[src/rtl/cue_shot_launcher.sv]
// cue_shot_launcher
//   Converts the aim sight into a white-ball launch. While all balls are at
//   rest, holding the shoot key charges a power level; releasing the key fires
//   a shot whose velocity is the (clamped) sight-to-ball offset scaled by the
//   power. After the balls come to rest again a start-of-turn pulse is issued.
//
// Ports
//   clk                 system clock
//   resetN              asynchronous active-low reset
//   startOfFrame        one-cycle pulse per video frame
//   keyEnter            debounced shoot key level, 1 = pressed
//   stop0               1 = all balls stationary
//   topLeftX/Y_Sight    sight top-left position (11-bit signed)
//   topLeftX/Y_WhiteBall white ball top-left position (11-bit signed)
//   shotSpeedX/Y        launch speed, held until the next shot
//   shotValid           one-cycle strobe, speeds valid this cycle
//   startOfTurn         one-cycle pulse, a new turn may begin
//   power               current charge level for the HUD
//   charging            1 while charging
module cue_shot_launcher #(
  parameter int MAX_POWER       = 15,
  parameter int DELTA_MAX       = 64,
  parameter int SPEED_SHIFT     = 2,
  parameter int FRAMES_PER_STEP = 4,
  parameter int ROLL_GRACE      = 2
) (
  input  logic               clk,
  input  logic               resetN,
  input  logic               startOfFrame,
  input  logic               keyEnter,
  input  logic               stop0,
  input  logic signed [10:0] topLeftX_Sight,
  input  logic signed [10:0] topLeftY_Sight,
  input  logic signed [10:0] topLeftX_WhiteBall,
  input  logic signed [10:0] topLeftY_WhiteBall,
  output logic signed [10:0] shotSpeedX,
  output logic signed [10:0] shotSpeedY,
  output logic               shotValid,
  output logic               startOfTurn,
  output logic [3:0]         power,
  output logic               charging
);

  localparam int FCW = $clog2(FRAMES_PER_STEP + 1);
  localparam int GW  = $clog2(ROLL_GRACE + 1);
  localparam logic signed [11:0] DMAX = 12'(DELTA_MAX);
  localparam logic signed [11:0] DMIN = -12'(DELTA_MAX);

  typedef enum logic [2:0] {WAIT_STOP, AIM, CHARGE, FIRE, ROLLING} state_t;

  state_t                state_q;
  logic                  key_q;
  logic [FCW-1:0]        frame_cnt_q;
  logic [GW-1:0]         grace_q;
  logic                  moved_q;
  logic [3:0]            power_q;
  logic signed [10:0]    speed_x_q;
  logic signed [10:0]    speed_y_q;
  logic                  shot_valid_q;
  logic                  start_turn_q;
  logic                  charging_q;

  logic                  key_rise;
  logic                  key_fall;
  logic [3:0]            power_inc;
  logic [GW-1:0]         grace_inc;
  logic signed [11:0]    dx_c;
  logic signed [11:0]    dy_c;
  logic signed [16:0]    prod_x;
  logic signed [16:0]    prod_y;
  logic signed [16:0]    shr_x;
  logic signed [16:0]    shr_y;
  logic signed [10:0]    speed_x_d;
  logic signed [10:0]    speed_y_d;

  assign key_rise = keyEnter & ~key_q;
  assign key_fall = ~keyEnter & key_q;

  assign power_inc = (power_q == 4'(MAX_POWER)) ? power_q : power_q + 4'd1;
  assign grace_inc = (grace_q == GW'(ROLL_GRACE)) ? grace_q : grace_q + GW'(1);

  // Offset computed one bit wider than the positions so it cannot wrap,
  // then clamped so the scaled result always fits 11 bits.
  function automatic logic signed [11:0] clamp_delta(input logic signed [10:0] a,
                                                     input logic signed [10:0] b);
    logic signed [11:0] d;
    d = {a[10], a} - {b[10], b};
    if (d > DMAX)      return DMAX;
    else if (d < DMIN) return DMIN;
    else               return d;
  endfunction

  assign dx_c = clamp_delta(topLeftX_Sight, topLeftX_WhiteBall);
  assign dy_c = clamp_delta(topLeftY_Sight, topLeftY_WhiteBall);

  assign prod_x = $signed({{5{dx_c[11]}}, dx_c}) * $signed({13'd0, power_q});
  assign prod_y = $signed({{5{dy_c[11]}}, dy_c}) * $signed({13'd0, power_q});
  // Arithmetic shift: negative speeds round toward -inf.
  assign shr_x  = prod_x >>> SPEED_SHIFT;
  assign shr_y  = prod_y >>> SPEED_SHIFT;
  assign speed_x_d = shr_x[10:0];
  assign speed_y_d = shr_y[10:0];

  always_ff @(posedge clk or negedge resetN) begin
    if (!resetN) begin
      state_q      <= WAIT_STOP;
      key_q        <= 1'b0;
      frame_cnt_q  <= '0;
      grace_q      <= '0;
      moved_q      <= 1'b0;
      power_q      <= 4'd0;
      speed_x_q    <= '0;
      speed_y_q    <= '0;
      shot_valid_q <= 1'b0;
      start_turn_q <= 1'b0;
      charging_q   <= 1'b0;
    end else begin
      key_q        <= keyEnter;
      shot_valid_q <= 1'b0;
      start_turn_q <= 1'b0;
      case (state_q)
        WAIT_STOP: begin
          if (startOfFrame && stop0) begin
            state_q      <= AIM;
            start_turn_q <= 1'b1;
          end
        end
        AIM: begin
          if (!stop0) begin
            state_q <= WAIT_STOP;
          end else if (key_rise) begin
            // Only a fresh press charges; a key held from the previous turn does not.
            state_q     <= CHARGE;
            power_q     <= 4'd1;
            frame_cnt_q <= '0;
            charging_q  <= 1'b1;
          end
        end
        CHARGE: begin
          if (!stop0) begin
            // Abort has priority over a release in the same cycle.
            state_q    <= WAIT_STOP;
            power_q    <= 4'd0;
            charging_q <= 1'b0;
          end else if (key_fall) begin
            state_q      <= FIRE;
            charging_q   <= 1'b0;
            shot_valid_q <= 1'b1;
            speed_x_q    <= speed_x_d;
            speed_y_q    <= speed_y_d;
          end else if (startOfFrame) begin
            if (frame_cnt_q == FCW'(FRAMES_PER_STEP - 1)) begin
              frame_cnt_q <= '0;
              power_q     <= power_inc;
            end else begin
              frame_cnt_q <= frame_cnt_q + FCW'(1);
            end
          end
        end
        FIRE: begin
          state_q <= ROLLING;
          power_q <= 4'd0;
          grace_q <= '0;
          moved_q <= 1'b0;
        end
        ROLLING: begin
          if (!stop0) moved_q <= 1'b1;
          if (startOfFrame) begin
            grace_q <= grace_inc;
            // The grace path releases the turn after a zero-speed shot where
            // stop0 never drops.
            if (stop0 && (moved_q || grace_inc >= GW'(ROLL_GRACE))) begin
              state_q <= WAIT_STOP;
            end
          end
        end
        default: state_q <= WAIT_STOP;
      endcase
    end
  end

  assign shotSpeedX  = speed_x_q;
  assign shotSpeedY  = speed_y_q;
  assign shotValid   = shot_valid_q;
  assign startOfTurn = start_turn_q;
  assign power       = power_q;
  assign charging    = charging_q;

endmodule

[config.mk]
export PLATFORM = sky130hd
export DESIGN_NAME = cue_shot_launcher
export DESIGN_NICKNAME = d
export VERILOG_FILES = /design/src/rtl/cue_shot_launcher.sv
export SDC_FILE = /design/constraint.sdc
export NUM_CORES = 1
export LEC_CHECK = 0
export CAP_MARGIN = 20
export CORE_UTILIZATION = 50
export CTS_CLUSTER_SIZE = 25
export DETAILED_ROUTE_END_ITERATION = 12
export PLACE_DENSITY = 0.86
export SKIP_LAST_GASP = 1
export SYNTH_ARGS = -nofsm -noshare
export SYNTH_HDL_FRONTEND = slang
export SYNTH_SLANG_ARGS = --single-unit
[constraint.sdc]
create_clock -name clk -period 9.55 [get_ports clk]
set_input_delay 1.91 -clock clk [delete_from_list [all_inputs] [get_ports clk]]
set_output_delay 1.91 -clock clk [all_outputs]
set_load 0.1 [all_outputs]
==> flow_metrics.py, run 1 <==
metrics = {
    "final_layout": {
        "final_util_pct": 59.7,
        "final_cell_area_sq_mm": 0.00682,
        "layout-drive-gt1-share_pct": 4.17,
        "final_cell_count_no_fill": 935,
        "nets": 948,
        "filler_cell_count": 1011,
        "multi_input_area_sq_mm": 0.00431,
        "n_antenna_cell": 0,
        "area_delta_synth_final_pct": 16.4,
        "seqCellArea_sq_um": 976,
    },
    "route": {
        "drc": 0,
        "drt_wl_total_microns": 12000,
        "via_count": 5158,
        "drt-initial-drc-count": 340,
        "drtPass1Iterations": 5,
        "vias_per_cell": 5.52,
        "ant_nets": 0,
        "routedWlPerCell_microns": 12.9,
    },
    "sta": {
        "timing.setup.tns_ps": 0,
        "setup_viol": 0,
        "finalCritPeriodShare_pct": 80.5,
        "fmax_mhz": 130,
        "rsz0062_at_grt": "no",
        "drv_slew": 0,
        "final.min_clock_period_ps": 7690,
        "fin_skew_ps": 4.73,
        "worstMarginPinSlew_ps": 1030,
        "final-hold-violation-count": 0,
        "slew-limit-headroom_pct": 31.3,
    },
    "die": {
        "dieArea_sq_mm": 0.0122,
        "row_count": 39,
        "io_pins": 78,
        "dieWidth_microns": 110,
        "die_h_microns": 110,
        "coreArea_sq_mm": 0.0114,
        "start_util_pct": 51.3,
    },
    "grt": {
        "grt_util_all_layers_pct": 20.9,
        "grt_pass1_vias": 4803,
        "antenna_found_initial": 0,
        "grt_max_degree": 50,
        "grt_overflow": 0,
        "grt_pass1_wl_microns": 20800,
    },
    "synth": {
        "syn_area_per_cell_sq_um": 7.95,
        "synth_top_area_share_pct": 16.6,
        "synth_nets": 893,
        "synth_area_leaders": "dfrtp_1 17%, ha_1 15%, fa_1 13%",
        "yosysTopAreaCell": "dfrtp_1",
        "syn-cell-area_sq_mm": 0.00586,
        "synth_top_family_by_area": "adder cells",
        "ys_seq_area_share_pct": 16.6,
        "synthAdderAreaFrac_pct": 27.7,
        "synth-seq-cells": 39,
        "ys_warn_count": 0,
        "synth_xor_area_share_pct": 5.23,
        "synth.mux.area_fraction_pct": 0.704,
        "yosys_most_used_dff": "dfrtp_1",
        "async_flop_share_pct": 100,
        "synth-compound-area-share_pct": 21.5,
        "synth_edf_count": 0,
        "synthSimpleGateAreaFrac_pct": 18.4,
        "netlist_instances": 737,
        "ys_types": 67,
    },
    "clocking": {
        "ctsHtreeMaxLevel": 2,
        "clkLatencyLatePin_ps": 280,
        "numCtsBuffers": 5,
        "clkTransAtPathRegs_ps": 50,
        "numClockSinks": 39,
        "hold_buffers": 0,
        "cts_root_buf": "clkbuf_16",
        "cts_resized": 0,
        "clock_path_buffers": 2,
        "cts_tree": "done",
        "postCtsSetupBuffers": 0,
    },
    "setup_path": {
        "startpoint_type": "primary input",
        "slowest_delay_ps": 610,
        "ff2ff_setup_slack_ps": 5330,
        "required_ps": 9680,
        "cp-end-kind": "register",
        "setup.worst_path.class": "in -> reg",
        "cp.arrival_ps": 7820,
        "path_cells": "clkdlybuf4s50_1, ha_1, inv_1, fa_1, a211o_1, a31oi_1, nor2b_1, o31a_1, a311oi_1, o22a_1, nor2_1, ha_1, inv_1, fa_1, fa_1, inv_1, ha_1, nor2b_1, o21ai_0, a21o_1, a21oi_1, a31oi_1, xnor2_1, o21ai_0",
        "crit_slowest_cell": "o22a_1",
        "cp_max_fo": 22,
    },
    "worst_hold_path": {
        "hold_class": "reg -> reg",
    },
    "place": {
        "port_buffers": 77,
        "gp_congestion": 0.881,
        "dp.final_hpwl_microns": 9790,
        "placed_area_sq_mm": 0.00668,
        "dpl.cell_count": 928,
    },
    "pwr": {
        "pwr_density_cell_mw_per_mm2": 137,
        "finalPower_uw": 937,
        "power_leakage_nw": 3.17,
        "ir_drop_mv": 0.173,
    },
    "flow_run": {
        "maxCapViolCount": 0,
    },
    "outcome": {
        "outcome": "complete, no violations",
    },
}
layout make-up:
class                      count  share of cell area (%)
multi-input combinational    552                    63.2
tap                          143                    2.62
inverter                     116                    6.38
clock inverter                 1                  0.0734
timing repair buffer          78                    11.3
clock buffer                   6                    2.04
sequential                    39                    14.3
cell usage in the layout (no fill, tap or decap), drive strengths merged, types with 3 or more instances in the layout:
| cell type | instances |
|---|---|
| o31ai | 3 |
| nor2 | 55 |
| a21o | 13 |
| or3 | 6 |
| nor3 | 16 |
| clkdlybuf4s50 | 76 |
| nor3b | 4 |
| nor2b | 11 |
| nand2b | 11 |
| a21oi | 43 |
| nand2 | 75 |
| xnor2 | 23 |
| o211ai | 8 |
| fa | 38 |
| ha | 69 |
| dfrtp | 39 |
| o21bai | 5 |
| nand3 | 11 |
| a31oi | 6 |
| nor4 | 3 |
| o311ai | 3 |
| inv | 116 |
| nand4 | 3 |
| a211oi | 21 |
| or4 | 3 |
| mux2i | 3 |
| o21ai | 51 |
| and2 | 4 |
| a2111oi | 4 |
| clkbuf | 6 |
| o211a | 3 |
| or2 | 5 |
| xor2 | 12 |
| nand3b | 5 |
| a211o | 6 |
| o21a | 9 |
cells in the mapped netlist (all sizes together) (3+ instances only):
master / number
xor2: 12
nand2: 75
o21bai: 5
o31ai: 3
a2111oi: 4
a211o: 6
buf: 10
nand4: 3
nor2: 55
nor3: 16
o311ai: 3
a211oi: 21
o21ai: 51
nor3b: 4
or2: 5
a21o: 13
nand3: 11
o211a: 3
or3: 6
clkbuf: 20
nand3b: 5
nor2b: 11
ha: 69
mux2i: 3
or4: 3
inv: 116
fa: 38
o21a: 9
o211ai: 8
a31oi: 6
nand2b: 11
xnor2: 23
dfrtp: 39
and2: 4
nor4: 3
a21oi: 43
critical path: cells and delay by family:
family | cells | cell delay [ps]
AO/OA/AOI/OAI | 10 | 2530
adder cells (fa/ha/maj) | 6 | 2240
buffers and inverters | 4 | 610
AND/OR/NAND/NOR | 3 | 370
XOR/XNOR | 1 | 150
power by group:
| group | internal, mW | switching, mW |
|---|---|---|
| Clock | 0.102 | 0.0592 |
| Combinational | 0.175 | 0.363 |
| Sequential | 0.198 | 0.0411 |
worst paths after layout:
kind                                        from        endpoint  cells after the start
max reg2reg                             power[3]   shotSpeedX[9]                     15
max in group asynchronous                 resetN   shotSpeedY[6]                      1
min in group asynchronous                 resetN   shotSpeedX[2]                      1
min reg2reg                        shotSpeedX[7]   shotSpeedX[7]                      2
min                                shotSpeedX[7]   shotSpeedX[7]                      2
max                        topLeftY_WhiteBall[0]  shotSpeedY[10]                     24
logic make-up after synthesis:
logic type                 Yosys count
and+or+nand+nor                    220
AOI/OAI and AO/OA                  186
buffers and inverters              146
adders and majority gates          107
DFF                                 39
xor gates and xnor gates            35
muxes                                4
stage by stage:
step	worst slack [ps]	hold WS, ps
floorplan	2540	454
global placement	1750	462
detailed placement	1610	470
CTS	1860	482
global route	1410	499
finish	1860	476
flip-flops by register name, indices dropped and copies added, names as in the netlist:
name / flops
frame_cnt_q: 3
key_q: 1
charging: 1
shotValid: 1
startOfTurn: 1
power: 4
grace_q: 2
moved_q: 1
shotSpeedY: 11
shotSpeedX: 11
state_q: 3
metal layers:
layer  vias to the layer above  global-route usage, %  share of wire, %
met5                         -                      0                 0
met4                         0                   5.45               1.4
met3                        17                   1.53               3.8
met2                       120                   35.7                46
met1                      2409                   28.6                48
li1                       2612                      -                 -
(Power assumes the default switching activity.)
==> inputs of run 2 (changes only) <==
==> constraint.sdc (replaced) <==
create_clock -name clk -period 7.3 [get_ports clk]
set_input_delay 1.46 -clock clk [delete_from_list [all_inputs] [get_ports clk]]
set_output_delay 1.46 -clock clk [all_outputs]
set_load 0.1 [all_outputs]
==> run 2 against run 1 <==
Against the previous run: final area grew 3.4%; count of clock-buffer cells in the layout is the same; highest routed layer unchanged; clock power grew 61%; clock skew is essentially flat; critical path depth shrank 2; sequential power grew 32%; critical endpoint is now shotSpeedX[10]; sequential share of layout area shrank 0.47 points; global-route usage grew 1.3 points; hold slack gained 2.1 ps.
==> flow_metrics.py, run 2 (synthesis gave the netlist of run 1 again) <==
metrics = {
    "pwr": {
        "sequentialPowerShare_pct": 24.2,
        "p_sw_uw": 632,
        "switching_share_pct": 48.4,
        "internal_power_uw": 672,
        "clkPwrFrac_pct": 19.9,
        "comb_power_share_pct": 55.9,
        "pwr_density_cell_mw_per_mm2": 185,
        "power_leakage_nw": 3.29,
        "ir_drop_mv": 0.239,
    },
    "clocking": {
        "cts_root_buf": "clkbuf_16",
        "clkTransAtPathRegs_ps": 60,
        "cts_tree": "done",
        "numClockSinks": 39,
        "hold_buffers": 0,
        "ctsHtreeMaxLevel": 2,
        "clock_path_buffers": 2,
        "numCtsBuffers": 5,
        "clkLatencyLatePin_ps": 290,
    },
    "final_layout": {
        "final_cell_count_no_fill": 959,
        "final_cell_area_sq_mm": 0.00705,
        "layout.cells.most_common_list": "116 x inv_1, 76 x clkdlybuf4s50_1, 75 x nand2_1, 69 x ha_1, 54 x nor2_1",
        "area_delta_synth_final_pct": 20.3,
        "n_antenna_cell": 0,
        "nets": 971,
        "final_common_cell": "inv_1",
        "layout-drive-gt1-share_pct": 7.60,
    },
    "sta": {
        "fin_skew_ps": 4.80,
        "final.min_clock_period_ps": 7000,
        "final-hold-violation-count": 0,
        "slew-limit-headroom_pct": 32.0,
        "rsz0062_at_grt": "yes",
        "setup_viol": 0,
        "drv_slew": 0,
        "fmax_mhz": 143,
        "timing.setup.tns_ps": 0,
        "finalCritPeriodShare_pct": 95.9,
        "worstMarginPinSlew_ps": 1020,
    },
    "route": {
        "drc": 0,
        "drtPass1Iterations": 5,
        "drt_wl_total_microns": 13000,
        "routedWlPerCell_microns": 13.6,
        "drt-initial-drc-count": 338,
        "ant_nets": 0,
        "vias_per_cell": 5.50,
        "via_count": 5279,
    },
    "die": {
        "row_count": 39,
        "die_h_microns": 110,
        "dieWidth_microns": 110,
        "coreArea_sq_mm": 0.0114,
        "start_util_pct": 51.3,
        "dieArea_sq_mm": 0.0122,
        "io_pins": 78,
    },
    "grt": {
        "grt_overflow": 0,
        "grt_max_degree": 50,
        "grt_util_all_layers_pct": 22.2,
        "grt_pass1_wl_microns": 21800,
        "antenna_found_initial": 0,
        "grt_pass1_vias": 4939,
    },
    "setup_path": {
        "startpoint_type": "primary input",
        "crit_slowest_cell": "fa_1",
        "reg2reg_depth": 15,
        "setup.worst_path.class": "in -> reg",
        "ff2ff_setup_slack_ps": 3050,
        "slowest_delay_ps": 510,
        "path_cells": "clkdlybuf4s50_1, ha_1, inv_1, fa_1, a211oi_2, o21ai_1, and2_4, a211o_2, nor4b_4, o211ai_1, buf_4, a211oi_1, ha_1, fa_1, fa_1, ha_1, or2_2, a21oi_1, a211oi_2, nor3_1, nand3b_1, o211ai_1",
        "required_ps": 7500,
        "cp.arrival_ps": 7200,
        "cp-end-kind": "register",
        "cp_max_fo": 12,
    },
    "place": {
        "gp_congestion": 0.839,
        "port_buffers": 77,
        "dp.final_hpwl_microns": 10200,
        "dpl.cell_count": 947,
        "placed_area_sq_mm": 0.00682,
    },
    "worst_hold_path": {
        "hold_depth": 2,
        "hold_class": "reg -> reg",
    },
    "outcome": {
        "outcome": "complete, no violations",
    },
    "flow_run": {
        "maxCapViolCount": 0,
    },
}
==> run 2: repair_timing <==
action                     in CTS  in global routing
gates resized for setup         0                  9
setup endpoints to repair       0                 11
buffers inserted                0                  3
==> run 2: worst paths after layout <==
kind                                  end             startpoint
max reg2reg                 shotSpeedX[9]               power[2]
min                         shotSpeedX[1]          shotSpeedX[1]
min reg2reg                 shotSpeedX[1]          shotSpeedX[1]
max in group asynchronous   shotSpeedY[2]                 resetN
max                        shotSpeedX[10]  topLeftX_WhiteBall[0]
min in group asynchronous   shotSpeedX[8]                 resetN
==> run 2: worst max-delay path: cells and delay by family <==
family	cells	cell delay [ps]
simple gates	5	1090
compound gates	8	1670
fa+ha+maj	6	2210
buf+inv	3	780
==> run 2: final cells by class <==
| type | instances | area [sq um] |
|---|---|---|
| sequential | 39 | 976 |
| clock inverter | 2 | 35.0 |
| tap | 143 | 179 |
| inverter | 116 | 435 |
| timing repair buffer | 100 | 938 |
| multi-input combinational | 553 | 4350 |
| fill | 952 | 4360 |
| clock buffer | 6 | 139 |
==> run 2: per-layer routing <==
layer	global-route usage (%)	routed length, microns	up-vias
met1	29.2	6000	2457
li1	-	-	2652
met5	0	0	-
met3	2.82	587	21
met2	38.1	6270	149
met4	6.39	188	0
==> run 2: stage by stage <==
step	hold slack, ps	power, mW	setup slack, ps	utilization, %
CTS	484	1.30	135	61.3
finish	478	1.30	298	61.8
global route	516	1.39	-14.6	61.8
global placement	461	1.01	-41.5	59.7
detailed placement	472	1.03	-137	59.7
floorplan	454	0.844	738	-
==> run 2: power by group through the flow <==
stage | clock network, mW | logic, mW | registers [mW]
after detailed placement | 0 | 0.714 | 0.317
after global placement | 0 | 0.698 | 0.315
after floorplan | 0 | 0.343 | 0.501
after global routing | 0.271 | 0.791 | 0.323
after CTS | 0.260 | 0.722 | 0.315
final | 0.260 | 0.729 | 0.316
==> inputs of run 3 (changes only) <==
--- a/config.mk
+++ b/config.mk
@@ -6,10 +6,11 @@
 export NUM_CORES = 1
 export LEC_CHECK = 0
 export CAP_MARGIN = 20
-export CORE_UTILIZATION = 50
+export CORE_UTILIZATION = 45
 export CTS_CLUSTER_SIZE = 25
 export DETAILED_ROUTE_END_ITERATION = 12
-export PLACE_DENSITY = 0.86
+export MAX_ROUTING_LAYER = met4
+export PLACE_DENSITY = 0.79
 export SKIP_LAST_GASP = 1
 export SYNTH_ARGS = -nofsm -noshare
 export SYNTH_HDL_FRONTEND = slang
==> run 3 against run 2 <==
Against the previous run: final area is 0.99% lower; combinational power is 2% lower; first-iteration DRC count is 22% lower; sequential share of layout area is 0.14 points higher; non-clock buffer count is 6 lower; count of clock-buffer cells in the layout is 1 lower; maximum frequency is 1.7% higher; critical endpoint is now shotSpeedY[10].
==> flow_metrics.py, run 3 (synthesis gave the netlist of run 1 again) <==
metrics = {
    "route": {
        "routedWlPerCell_microns": 12.3,
        "drc": 0,
        "ant_nets": 0,
        "drt_wl_total_microns": 12000,
        "drt-initial-drc-count": 265,
        "drtPass1Iterations": 5,
        "via_count": 5112,
        "vias_per_cell": 5.21,
    },
    "setup_path": {
        "reg2reg_depth": 15,
        "required_ps": 7430,
        "startpoint_type": "primary input",
        "cp.arrival_ps": 7020,
        "setup.worst_path.class": "in -> reg",
        "ff2ff_setup_slack_ps": 3170,
        "cp_max_fo": 16,
        "cp-end-kind": "register",
    },
    "die": {
        "dieArea_sq_mm": 0.0135,
        "coreArea_sq_mm": 0.0127,
        "io_pins": 78,
        "row_count": 41,
        "start_util_pct": 46.3,
        "die_h_microns": 116,
        "dieWidth_microns": 116,
    },
    "sta": {
        "drv_slew": 0,
        "worstMarginPinSlew_ps": 1020,
        "timing.setup.tns_ps": 0,
        "fin_ws_ps": 413,
        "final.min_clock_period_ps": 6890,
        "fin_skew_ps": 4.98,
        "finalCritPeriodShare_pct": 94.3,
        "slew-limit-headroom_pct": 31.8,
        "setup_viol": 0,
        "fmax_mhz": 145,
        "rsz0062_at_grt": "no",
        "final-hold-violation-count": 0,
    },
    "final_layout": {
        "layout-drive-gt1-share_pct": 6.30,
        "final_cell_count_no_fill": 981,
        "layout.cells.most_common_list": "116 x inv_1, 76 x clkdlybuf4s50_1, 75 x nand2_1, 69 x ha_1, 54 x nor2_1",
        "final_common_cell": "inv_1",
        "area_delta_synth_final_pct": 19.1,
        "n_antenna_cell": 0,
        "nets": 964,
        "final_util_pct": 55.1,
    },
    "clocking": {
        "cts_root_buf": "clkbuf_16",
        "numClockSinks": 39,
        "clock_path_buffers": 2,
        "postCtsSetupBuffers": 0,
        "cts_tree": "done",
        "ctsHtreeMaxLevel": 2,
        "clkLatencyLatePin_ps": 280,
        "clkTransAtPathRegs_ps": 60,
        "numCtsBuffers": 5,
    },
    "place": {
        "gp_congestion": 0.846,
        "place_ws_ps": 11.8,
        "dpl.cell_count": 973,
        "dp.final_hpwl_microns": 9820,
        "port_buffers": 77,
    },
    "outcome": {
        "outcome": "complete, no violations",
    },
    "flow_run": {
        "maxCapViolCount": 0,
    },
    "pwr": {
        "pwr_density_cell_mw_per_mm2": 178,
        "power_leakage_nw": 3.24,
        "ir_drop_mv": 0.143,
    },
    "grt": {
        "antenna_found_initial": 0,
        "grt_overflow": 0,
        "grt_max_degree": 50,
        "grt_util_all_layers_pct": 19.0,
        "grt_pass1_wl_microns": 20600,
        "grt_pass1_vias": 4708,
    },
    "worst_hold_path": {
        "hold_class": "reg -> reg",
        "hold_depth": 2,
    },
}
## run 3: changes by cell type in the layout (fill, tap and decap cells not counted), moves of 2 or more
cell	delta
a211oi_2	-3
buf_4	-6
a211oi_1	+3
o21ai_0	+2
clkinvlp_4	+2
o21ai_1	-2
## run 3: what timing repair did
action                                  in CTS  in global routing
resized for setup                            0                  1
endpoints found under the setup margin       0                  4
hold buffers                                 0                  0
## run 3: cell type report
type / instances / area (sq um)
clock buffer: 5 / 125
fill: 1178 / 5690
timing repair buffer: 94 / 893
tap: 172 / 215
sequential: 39 / 976
inverter: 116 / 435
multi-input combinational: 552 / 4320
clock inverter: 3 / 23.8
## run 3: worst paths after layout
kind | startpoint | endpoint
setup reg to reg | power[3] | shotSpeedY[10]
hold / removal | shotSpeedX[1] | shotSpeedX[1]
hold reg to reg | shotSpeedX[1] | shotSpeedX[1]
setup / recovery | topLeftY_Sight[0] | shotSpeedY[10]
max in group asynchronous | resetN | shotSpeedY[1]
min in group asynchronous | resetN | shotSpeedX[7]
## run 3: critical path, cell delays in order
cell and delay (ps):
clkdlybuf4s50_1 400, inv_1 60, ha_1 150, inv_1 50, fa_1 400, a211o_1 300, a31oi_1 220, buf_4 140
xor2_1 80, nand2b_1 150, or4_1 410, o22a_2 330, nor3_1 180, ha_1 180, inv_1 60, fa_1 490
fa_1 550, inv_1 40, ha_1 320, nor2b_1 140, o21ai_0 210, a21o_1 170, a21oi_1 90, a31oi_1 210
xnor2_1 140, o21ai_0 90
## run 3: stage by stage
step	area (sq um)	hold WS [ps]	power [mW]
after floorplan	5860	454	0.844
after global placement	6830	459	1.02
after detailed placement	6830	473	1.03
after CTS	6980	485	1.25
after global routing	6980	502	1.33
final	6980	481	1.25
## run 3: report_power, final
group / internal [mW] / switching [mW]
Sequential: 0.259 / 0.0562
Clock: 0.128 / 0.0880
Combinational: 0.242 / 0.473
## run 3: routing by layer
| metal | part of all wire (%) | wire length, microns | global-route usage [%] |
|---|---|---|---|
| met1 | 49 | 5940 | 26.1 |
| met2 | 46 | 5550 | 31.3 |
| met3 | 3.7 | 449 | 1.45 |
| met4 | 0.78 | 94 | 3.08 |
| met5 | 0 | 0 | - |
